--- src/rtl/conv_pkg.sv ---
// Shared definitions for the convolver stream controller: FSM encoding and default widths.
package conv_pkg;

  localparam int DEF_BIT_LEN = 8;
  localparam int DEF_OUT_LEN = 13;
  localparam int KERN_COLS   = 3;
  // First image column whose beat yields a complete 3-column window result
  localparam int CAPTURE_COL = 3;

  typedef enum logic [2:0] {
    ST_IDLE,
    ST_LOAD_K,
    ST_RUN,
    ST_FLUSH,
    ST_DONE
  } state_t;

endpackage

--- src/rtl/conv_ctrl_cnt.sv ---
// Enable/clear counter that wraps to zero after reaching its terminal value.
module conv_ctrl_cnt #(
  parameter int WIDTH = 4,
  parameter int TERM  = 3
) (
  input  logic             clk,
  input  logic             rst,
  input  logic             clr,
  input  logic             en,
  output logic [WIDTH-1:0] count
);

  logic at_term;

  assign at_term = (count == WIDTH'(TERM));

  always_ff @(posedge clk) begin
    if (rst || clr) begin
      count <= '0;
    end else if (en) begin
      count <= at_term ? '0 : count + 1'b1;
    end
  end

endmodule

--- src/rtl/conv_ctrl.sv ---
// Streams kernel then image columns into a 3x3 convolver and re-times its results onto m_valid/m_data.
module conv_ctrl
  import conv_pkg::*;
#(
  parameter int BIT_LEN = DEF_BIT_LEN,
  parameter int OUT_LEN = DEF_OUT_LEN,
  parameter int IMG_W   = 64,
  parameter int N_STRIP = 62
) (
  input  logic                 clk,
  input  logic                 rst,
  input  logic                 i_start,
  input  logic                 s_valid,
  output logic                 s_ready,
  input  logic [3*BIT_LEN-1:0] s_data,
  output logic                 o_conv_valid,
  output logic                 o_conv_sel,
  output logic [BIT_LEN-1:0]   o_conv_d0,
  output logic [BIT_LEN-1:0]   o_conv_d1,
  output logic [BIT_LEN-1:0]   o_conv_d2,
  input  logic [OUT_LEN-1:0]   i_conv_data,
  output logic                 m_valid,
  output logic [OUT_LEN-1:0]   m_data,
  output logic                 o_busy,
  output logic                 o_done
);

  localparam int COL_W   = $clog2(IMG_W + 1);
  localparam int STRIP_W = $clog2(N_STRIP + 1);
  localparam int KERN_W  = $clog2(KERN_COLS + 1);

  state_t state, state_nx;

  logic               beat;
  logic               cnt_clr;
  logic               kern_en, col_en, strip_en;
  logic [KERN_W-1:0]  kern_cnt;
  logic [COL_W-1:0]   col_cnt;
  logic [STRIP_W-1:0] strip_cnt;
  logic               kern_last, col_last, strip_last;
  logic               capture_p0;
  logic               vld_p1;

  assign beat       = s_valid && s_ready;
  assign kern_last  = (kern_cnt == KERN_W'(KERN_COLS - 1));
  assign col_last   = (col_cnt == COL_W'(IMG_W - 1));
  assign strip_last = (strip_cnt == STRIP_W'(N_STRIP - 1));

  conv_ctrl_cnt #(.WIDTH(KERN_W), .TERM(KERN_COLS - 1)) u_kern_cnt (
    .clk(clk), .rst(rst), .clr(cnt_clr), .en(kern_en), .count(kern_cnt)
  );

  conv_ctrl_cnt #(.WIDTH(COL_W), .TERM(IMG_W - 1)) u_col_cnt (
    .clk(clk), .rst(rst), .clr(cnt_clr), .en(col_en), .count(col_cnt)
  );

  conv_ctrl_cnt #(.WIDTH(STRIP_W), .TERM(N_STRIP - 1)) u_strip_cnt (
    .clk(clk), .rst(rst), .clr(cnt_clr), .en(strip_en), .count(strip_cnt)
  );

  always_ff @(posedge clk) begin
    if (rst) begin
      state <= ST_IDLE;
    end else begin
      state <= state_nx;
    end
  end

  always_comb begin
    state_nx     = state;
    s_ready      = 1'b0;
    o_conv_valid = 1'b0;
    o_conv_sel   = 1'b0;
    o_conv_d0    = '0;
    o_conv_d1    = '0;
    o_conv_d2    = '0;
    o_busy       = 1'b0;
    o_done       = 1'b0;
    cnt_clr      = 1'b0;
    kern_en      = 1'b0;
    col_en       = 1'b0;
    strip_en     = 1'b0;
    capture_p0   = 1'b0;
    case (state)
      ST_IDLE: begin
        if (i_start) begin
          cnt_clr  = 1'b1;
          state_nx = ST_LOAD_K;
        end
      end
      ST_LOAD_K: begin
        s_ready      = 1'b1;
        o_busy       = 1'b1;
        o_conv_valid = beat;
        o_conv_d0    = s_data[BIT_LEN-1:0];
        o_conv_d1    = s_data[2*BIT_LEN-1:BIT_LEN];
        o_conv_d2    = s_data[3*BIT_LEN-1:2*BIT_LEN];
        kern_en      = beat;
        if (beat && kern_last) state_nx = ST_RUN;
      end
      ST_RUN: begin
        s_ready      = 1'b1;
        o_busy       = 1'b1;
        o_conv_sel   = 1'b1;
        o_conv_valid = beat;
        o_conv_d0    = s_data[BIT_LEN-1:0];
        o_conv_d1    = s_data[2*BIT_LEN-1:BIT_LEN];
        o_conv_d2    = s_data[3*BIT_LEN-1:2*BIT_LEN];
        col_en       = beat;
        // Columns 0..2 only prime the window; their results are stale
        capture_p0   = beat && (col_cnt >= COL_W'(CAPTURE_COL));
        if (beat && col_last) state_nx = ST_FLUSH;
      end
      ST_FLUSH: begin
        // Zero column pushes the final window's result out of the convolver
        o_busy       = 1'b1;
        o_conv_valid = 1'b1;
        o_conv_sel   = 1'b1;
        strip_en     = 1'b1;
        capture_p0   = 1'b1;
        state_nx     = strip_last ? ST_DONE : ST_RUN;
      end
      ST_DONE: begin
        o_done   = 1'b1;
        state_nx = ST_IDLE;
      end
      default: state_nx = ST_IDLE;
    endcase
  end

  // Stage p0 -> p1: convolver result register lands one cycle after the capturing beat
  always_ff @(posedge clk) begin
    if (rst) begin
      vld_p1 <= 1'b0;
    end else begin
      vld_p1 <= capture_p0;
    end
  end

  assign m_valid = vld_p1;
  assign m_data  = vld_p1 ? i_conv_data : '0;

endmodule

--- config.mk ---
export PLATFORM = sky130hd
export DESIGN_NAME = conv_ctrl
export DESIGN_NICKNAME = d
export VERILOG_FILES = /design/src/rtl/conv_pkg.sv /design/src/rtl/conv_ctrl_cnt.sv /design/src/rtl/conv_ctrl.sv
export SDC_FILE = /design/constraint.sdc
export NUM_CORES = 1
export LEC_CHECK = 0
export CORE_ASPECT_RATIO = 0.8
export CORE_MARGIN = 5
export CORE_UTILIZATION = 37
export DETAILED_ROUTE_END_ITERATION = 10
export PLACE_DENSITY = 0.86
export SYNTH_ARGS = -nofsm -noshare
export SYNTH_HDL_FRONTEND = slang
export SYNTH_SLANG_ARGS = --single-unit
--- constraint.sdc ---
create_clock -name clk -period 1.62 [get_ports clk]
set_input_delay 0.243 -clock clk [delete_from_list [all_inputs] [get_ports clk]]
set_output_delay 0.243 -clock clk [all_outputs]
set_load 0.02 [all_outputs]
==> run metrics <==
status=finished with violations; failing checks=setup timing; Clk pwr share=16.6%; Power Internal=1.31 mW; Max transition margin=80.8%; Hold Slack=0.501 ns; Routed Antenna Nets=0; final period utilization=105%; maxcap violations=0; Post-Syn Area per Cell=8.06 sq um; post-place setup slack=-0.301 ns; Yosys warnings=0; fin cells=304; top post-synthesis cells by area=dfxtp_1 (29%), and2_1 (18%), a21oi_1 (3.4%), nand2_1 (3.1%), ha_1 (2.8%); crit path DAT=1.46 ns; Slowest-stage cell, CP=dfxtp_4; total count of hold-check failures in the final report=0; Cells after DPL=294; Sequential Power Share=25.2%; clock slew at reported path FFs=0.07 ns; largest area contributor in the netlist=dfxtp_1; post-synthesis sequential area ratio=28.8%; die footprint=4880 sq um; largest net degree at the start of global routing=16; Clock Tree Buf Depth=2; Routed WL=5.20 mm; Residual DRC=0; VDD IR max=0.606 mV; WP buf/inv=3; post-synthesis register bit count=19; critical-path cell list=xnor2_4 > nor2_4 > buf_6 > buf_6 > and2_4 > buf_6; DR vias=1,566; Worst-Skew Late Latency=0.26 ns; Worst-Margin Slew=0.285 ns; HP Class=flip-flop to flip-flop; final setup skew=0.00566 ns; Placer Congestion=0.876; total power=2.00 mW; share of layout cells above drive strength 1=31.7%; Vias per Instance=5.15; reg2reg start=state[2]$_SDFFE_PP0P_; diode count=0; RSZ-0062 raised after global routing=yes; Die Height=63.5 um; share of the synthesized area in the top cell type=28.8%; TritonCTS clock tree=done; Port Buffers=83; CP most frequent cell=buf_6; LEAKAGE=1.10 nW; Starting Density=38.4%; GRT Residual Overflow=0; I/O pins=84; Cells after Synth=164; # clock sinks=19; total CTS buffers=3; CP endpoint kind=output pin; Worst Setup Slack, final=-0.0822 ns; min Tclk post-route=1.70 ns; Area Overhead vs Synth=87.7%; first-pass GRT wire length=6.98 mm; CP required=1.38 ns; commonest non-fill, non-tap cell in the layout=clkdlybuf4s50_1; syn_nets=208; DRT iter0 DRCs=58; aggregate global-route resource usage=17.9%; Worst Min Path Start=u_col_cnt.count[1]$_SDFFE_PP0P_; Startpoint Class=flip-flop; fin area=2480 sq um; Max Clk Rate=587 MHz; PwrDens=806 nW/um^2; Top delay family on crit path=flip-flops; Root Driver=clkbuf_8; critical path peak fanout=8; Horiz. Die Dim=76.8 um; fin util=72.0%; core area=3450 sq um; switching pwr=0.693 mW; total negative slack=-0.579 ns; CP max stage delay=0.37 ns; post-DR wirelength/cell=17.1 um; initial antenna violation count=0; placed instance area=2280 sq um; Final Slew Violations=0; Synth cell types=47; most frequent cells in the layout=clkdlybuf4s50_1 (40), buf_6 (31), and2_4 (20); Cell Rows=19; Logic pwr share=58.2%; CP Class=flip-flop to output pin; mapped cell area=1320 sq um; switching part of the total=34.6%; vias in the first global route=1,393; drt pass-1 iters=4; Critical Path Start=state[0]$_SDFFE_PP0P_; # setup viols final=11; CTS H-tree depth=1; Net count, final=307; post-DP HPWL=3.42 mm
## synthesized netlist by cell type (all sizes together)
cell type  count
a21oi          9
nand4bb        1
or4            3
nand2b         1
a21o           2
buf            5
ha             3
nor3           2
nand3b         2
a41oi          3
nor4           1
a31oi          2
o22ai          1
or3            1
a211o          2
nor2b          3
o31ai          3
a311oi         3
inv            8
dfxtp         19
o211ai         2
and2          38
a221oi         1
nand3          5
nor3b          2
mux2i          2
and4bb         1
and3b          1
nor4bb         1
o21ai          4
nand2         11
o21a           1
nand4          1
clkbuf         5
and3           2
o41a           1
o221ai         1
xnor2          1
o2111ai        1
o211a          1
o31a           1
and4b          1
nor2           6
## worst min-delay path, cell delays in order (launching register included)
cell and delay [ns]:
dfxtp_1 0.34, nand2_1 0.06, a21oi_1 0.05
## path summary, 6_finish.rpt
check                                 endpoint  slack [ns]  cells past startpoint
min            u_col_cnt.count[1]$_SDFFE_PP0P_        0.50                      2
max                               o_conv_d0[0]       -0.08                      6
max reg2reg  u_strip_cnt.count[3]$_SDFFE_PP0N_       -0.02                      5
min reg2reg    u_col_cnt.count[1]$_SDFFE_PP0P_        0.50                      2
## power groups by stage
stage	registers, mW	clock network [mW]	logic [mW]
after floorplan	0.503	0	0.417
after global placement	0.502	0	0.876
after detailed placement	0.502	0	0.890
after CTS	0.492	0.344	0.957
after global routing	0.508	0.374	1.22
final	0.505	0.333	1.16
## final cells by class
type	instances	area, sq um
clock buffers	4	45.0
fillers	236	965
inverters	8	30.0
multi-input cells	127	950
flip-flops and latches	19	387
well taps	42	52.6
repair buffers	104	1020
## logic make-up (layout without fill, tap and decap cells)
group,Yosys count,after routing,synth area share (%)
simple gates,83,83,38.9
flops,19,19,28.8
fa+ha+maj,3,3,2.84
compound gates,38,38,20.9
buf+inv,18,116,6.43
mux,2,2,1.51
xor+xnor,1,1,0.662
## sequential cells by signal (all words and copies together) (netlist names)
signal	count
state	3
u_col_cnt.count	7
u_kern_cnt.count	2
m_valid	1
u_strip_cnt.count	6
## routing by layer
metal | wire length [um] | GRT usage [%] | part of all wire (%)
met5 | 0 | 0 | 0
met4 | 136 | 7.42 | 2.6
met3 | 295 | 4.27 | 5.7
met2 | 2470 | 28.4 | 47
met1 | 2300 | 23.2 | 44
## timing repair
action	CTS	global route
resized for setup	161	55
buffers inserted	5	0
hold buffers	0	0
pin swaps	1	22
cloned	1	0
endpoints found under the setup margin	43	32
No activity file was read; power rests on OpenSTA's default activity.
==> patch 1, RTL diff (same settings) <==
Reset style: asynchronous (`rst`), changed in 2 clocked blocks.
--- a/src/rtl/conv_ctrl.sv
+++ b/src/rtl/conv_ctrl.sv
@@ -58,7 +58,7 @@
     .clk(clk), .rst(rst), .clr(cnt_clr), .en(strip_en), .count(strip_cnt)
   );
 
-  always_ff @(posedge clk) begin
+  always_ff @(posedge clk or posedge rst) begin
     if (rst) begin
       state <= ST_IDLE;
     end else begin
@@ -129,7 +129,7 @@
   end
 
   // Stage p0 -> p1: convolver result register lands one cycle after the capturing beat
-  always_ff @(posedge clk) begin
+  always_ff @(posedge clk or posedge rst) begin
     if (rst) begin
       vld_p1 <= 1'b0;
     end else begin
Function: differs if rst is asserted again (counterexample within 4 cycles, from zero or initial values and one cycle with rst high); with rst held inactive, the same outputs for 10 cycles.
==> patch 1 against the original RTL <==
- the run still ends with setup timing left
- area after synthesis shrank 2.9%
- setup slack gained 0.025 ns
- global-route usage shrank 0.26 points
- non-clock buffer count shrank 4
- count of clock-buffer cells in the layout shrank 1
- sequential share of layout area grew 1.2 points
- routed wire length shrank 6.1%
- sequential cell count is the same
- die area shrank 2.5%
- cell area shrank 3.5%
- first-iteration DRC count shrank 60%
Power is not compared: it rests on default switching activity, and its combinational part moved more than twofold at a synthesized area within 25%.
==> patch 1: results (changes against the original RTL) <==
Setup path
  • Worst-path fanout max: 7 (-1)
  • Critical Path Max Stage Delay: 0.41 ns (+0.04 ns)
  • Reg2reg setup slack: 0.06 ns (+0.08 ns)
  • Crit path max-delay cell type: dfrtp_1
  • R2r endpoint: u_col_cnt.count[5]
  • CP Data Arrival Time: 1.43 ns (-0.03 ns)
  • Critical path endpoint: o_conv_d2[4]

Yosys
  • Top cells by area, synth: dfxtp_1, and2_1, dfrtp_1
  • Syn_nets: 202 (-2.9%)
  • Post-synth top cells: and2_1, dfxtp_1, nand2_1, a21oi_1, nor2_1
  • Ys async rst share: 21.1% (+21 points)
  • Seq/Total Area, Yosys: 31.2% (+2.4 points)

Route
  • M1 wire length: 1780 um (-23%)
  • DR top layer: met4
  • Drt wl/cell: 16.5 um (-3.6%)
  • TritonRoute pass-1 iters: 6 (+2)
  • DR vias: 1521 (-2.9%)
  • Met3 Routed Length: 506 um (+72%)
  • Met2 Wirelength: 2510 um (+1.9%)

Global route
  • First-pass GRT wire length: 6670 um (-4.4%)
  • Met3 usage in global routing: 5.14% (+0.87 points)
  • Met2 usage: 30.1% (+1.7 points)
  • Met1 Use GR: 21.9% (-1.3 points)
  • Vias in the first global route: 1366 (-1.9%)
  • All-Layer GR Usage: 17.7% (-0.26 points)

STA
  • Relative slew margins: 77.4% (-3.3 points)
  • Final Skew: 0.00649 ns (+0.000831 ns)
  • Final setup margin: -0.0577 ns (+0.0245 ns)
  • Setup violations, final: 24 (+13)
  • Fin Setup TNS: -0.771 ns (-0.192 ns)

Layout
  • Final Net Count: 299 (-2.6%)
  • Fillers: 252 (+6.8%)
  • Layout cells sized above 1: 35.0% (+3.4 points)

Placement
  • GPL Wtd Cong: 0.807 (-7.9%)
  • Dpl ws: -0.227 ns (+0.0745 ns)
  • HPWL Detailed: 3440 um (+0.76%)

Outcome
  • Violated checks: setup timing
  • Outcome: finished, violations left
## patch 1: cell count changes in the layout (fill, tap and decap cells not counted), sizes merged, moves of 3 or more
cell / unedited run / this run
buf: 47 / 44
a21oi: 9 / 12
or3: 1 / 5
nor2: 6 / 10
dfrtp: 0 / 4
nand2: 11 / 15
nor3: 2 / 5
nand3: 5 / 8
inv: 8 / 3
dfxtp: 19 / 15
o31ai: 3 / 0
xor2: 0 / 3
## patch 1: kinds of logic after synthesis
family	after synthesis	share of synthesized area (%)
compound gates	23	10.8
xor+xnor	4	2.73
fa+ha+maj	3	2.92
buf+inv	11	5.85
flops	19	31.2
simple gates	98	46.5
## patch 1: power by group
group	switching, mW	internal (mW)
registers	0.0808	0.535
clock network	0.156	0.171
logic	1.51	1.64
total	1.75	2.35
## patch 1: repair_timing
item / 4_1_cts / 5_1_grt
endpoints found under the setup margin: 43 / 31
gates resized for setup: 136 / 86
gates cloned: 2 / 1
hold buffers: 0 / 0
pin swaps: 0 / 17
setup buffers: 0 / 0
## patch 1: stage by stage
| stage | util (%) | cell area [um^2] | hold slack [ns] | cells |
|---|---|---|---|---|
| 3_5_place_dp | 65.0 | 2210 | 0.473 | 289 |
| 5_1_grt | 70.4 | 2390 | 0.215 | 296 |
| 2_1_floorplan | - | 1280 | 0.00908 | 158 |
| 4_1_cts | 63.5 | 2160 | 0.207 | 295 |
| 3_3_place_gp | 65.0 | 2210 | 0.462 | 289 |
| 6_report | 70.4 | 2390 | 0.204 | 296 |
## patch 1: cell type report
type / count / share of cell area [%]
timing repair buffer: 100 / 40.9
clock inverter: 1 / 0.209
multi-input combinational: 128 / 37.7
sequential: 19 / 16.8
tap: 42 / 2.19
inverter: 3 / 0.470
clock buffer: 3 / 1.72
==> patch 2, RTL diff (same flow settings) <==
Made on the original files. Change the parameter `IMG_W` from 64 to 128.
--- a/src/rtl/conv_ctrl.sv
+++ b/src/rtl/conv_ctrl.sv
@@ -4,7 +4,7 @@
 #(
   parameter int BIT_LEN = DEF_BIT_LEN,
   parameter int OUT_LEN = DEF_OUT_LEN,
-  parameter int IMG_W   = 64,
+  parameter int IMG_W   = 128,
   parameter int N_STRIP = 62
 ) (
   input  logic                 clk,
Formal check against the unedited RTL: no difference found for any inputs over 10 cycles, from zero or initial values and one cycle with rst high; that may be too few to reach the edited logic, so the function may still have changed.
==> patch 2 against the original RTL <==
- the flow still finishes with violations (setup timing)
- sequential cell count rose by 1
- routed wire length rose by 3.5%
- first-iteration DRC count grew 3.4%
- area after synthesis is 1.2% lower
- power down 2.2%
- maximum frequency grew 3.0%
- cell area increased by 3.1%
- setup slack better by 0.049 ns
- critical endpoint is now u_col_cnt.count[4]
- largest power group unchanged
==> patch 2: results (changes against the original RTL) <==
Hold path
  • Hold Crit Start: u_kern_cnt.count[0]

Setup path
  • Nature of the critical path endpoint: register
  • Crit path max-delay cell type: or4_4
  • Critical Path Max Stage Delay: 0.49 ns (+0.12 ns)
  • Path depth of the worst reg2reg path: 4 (-1)
  • CP Data Arrival Time: 1.85 ns (+0.39 ns)
  • R2r endpoint: u_col_cnt.count[4]

Route
  • Drt wl/cell: 17.7 um (+3.2%)
  • DR vias: 1600 (+2.2%)
  • Initial drt markers: 60 (+3.4%)

Layout
  • Fraction of area in multi-input gates: 37.3% (-0.96 points)
  • Non-clk buf share: 41.0% (-0.070 points)
  • Top Registers: u_col_cnt.count (8), u_strip_cnt.count (6), state (3)
  • Final Net Count: 308 (+0.33%)
  • Layout cells sized above 1: 37.6% (+6.0 points)
  • Flip-flop and latch count: 20 (+1)
  • ClkCell Share: 2.79% (+0.97 points)
  • Reg area: 410 um^2 (+6.1%)
  • Inverter count: 6 (-2)

Global route
  • Vias in the first global route: 1465 (+5.2%)
  • Largest net degree at the start of global routing: 17 (+1)

Pwr
  • Leak: 1.09 nW (-0.97%)
  • Clk pwr share: 26.3% (+9.7 points)
  • Max VDD drop: 0.729 mV (+20%)
  • Internal power: 1.34 mW (+2.1%)

Yosys
  • Top cells by area, synth: dfxtp_1, and2_1, a211oi_1
  • Mux contribution to synthesized area: 0.766% (-0.75 points)
  • Syn_nets: 203 (-2.4%)
  • Synth Area in XOR/XNOR: 2.01% (+1.3 points)
  • Seq/Total Area, Yosys: 30.7% (+1.9 points)
  • Adder-Cell Fraction of Synth Area: 2.87% (+0.035 points)

STA
  • Final Skew: 0.00597 ns (+0.000313 ns)
  • Fin Setup TNS: -0.0729 ns (+0.506 ns)
  • Final setup margin: -0.0331 ns (+0.0492 ns)
  • Setup violations, final: 3 (-8)
  • Relative slew margins: 71.8% (-8.9 points)

Outcome
  • Violated checks: setup timing
  • Outcome: finished, violations left

Placement
  • Area after DPL: 2310 um^2 (+1.4%)
[patch 2: cell count changes after synthesis, sizes merged, moves of 3 or more]
| cell | delta |
|---|---|
| a211oi | +8 |
| or3 | +5 |
| a311oi | -3 |
| a41oi | -3 |
| nand2 | -3 |
| nor2 | -3 |
| nor2b | -3 |
| or4 | +3 |
[patch 2: timing repair]
item | CTS | global route
gates cloned | 1 | 1
endpoints found under the setup margin | 50 | 38
gates resized for setup | 147 | 77
buffers inserted | 1 | 1
hold endpoints to repair | 0 | 0
pin swaps | 4 | 2
[patch 2: metal layers]
metal	vias to the layer above	track usage, %	wire length, um
met1	739	23.9	2320
met5	-	0	0
met3	9	6.84	360
met2	65	33.1	2600
met4	0	6.11	95
li1	787	-	-
[patch 2: critical path, delay by kind of cell, from the launching register on]
| family | cells | cell delay [ns] |
|---|---|---|
| AND/OR/NAND/NOR | 2 | 0.91 |
| flip-flops | 1 | 0.37 |
| AO/OA/AOI/OAI | 1 | 0.18 |
| buffers and inverters | 1 | 0.13 |
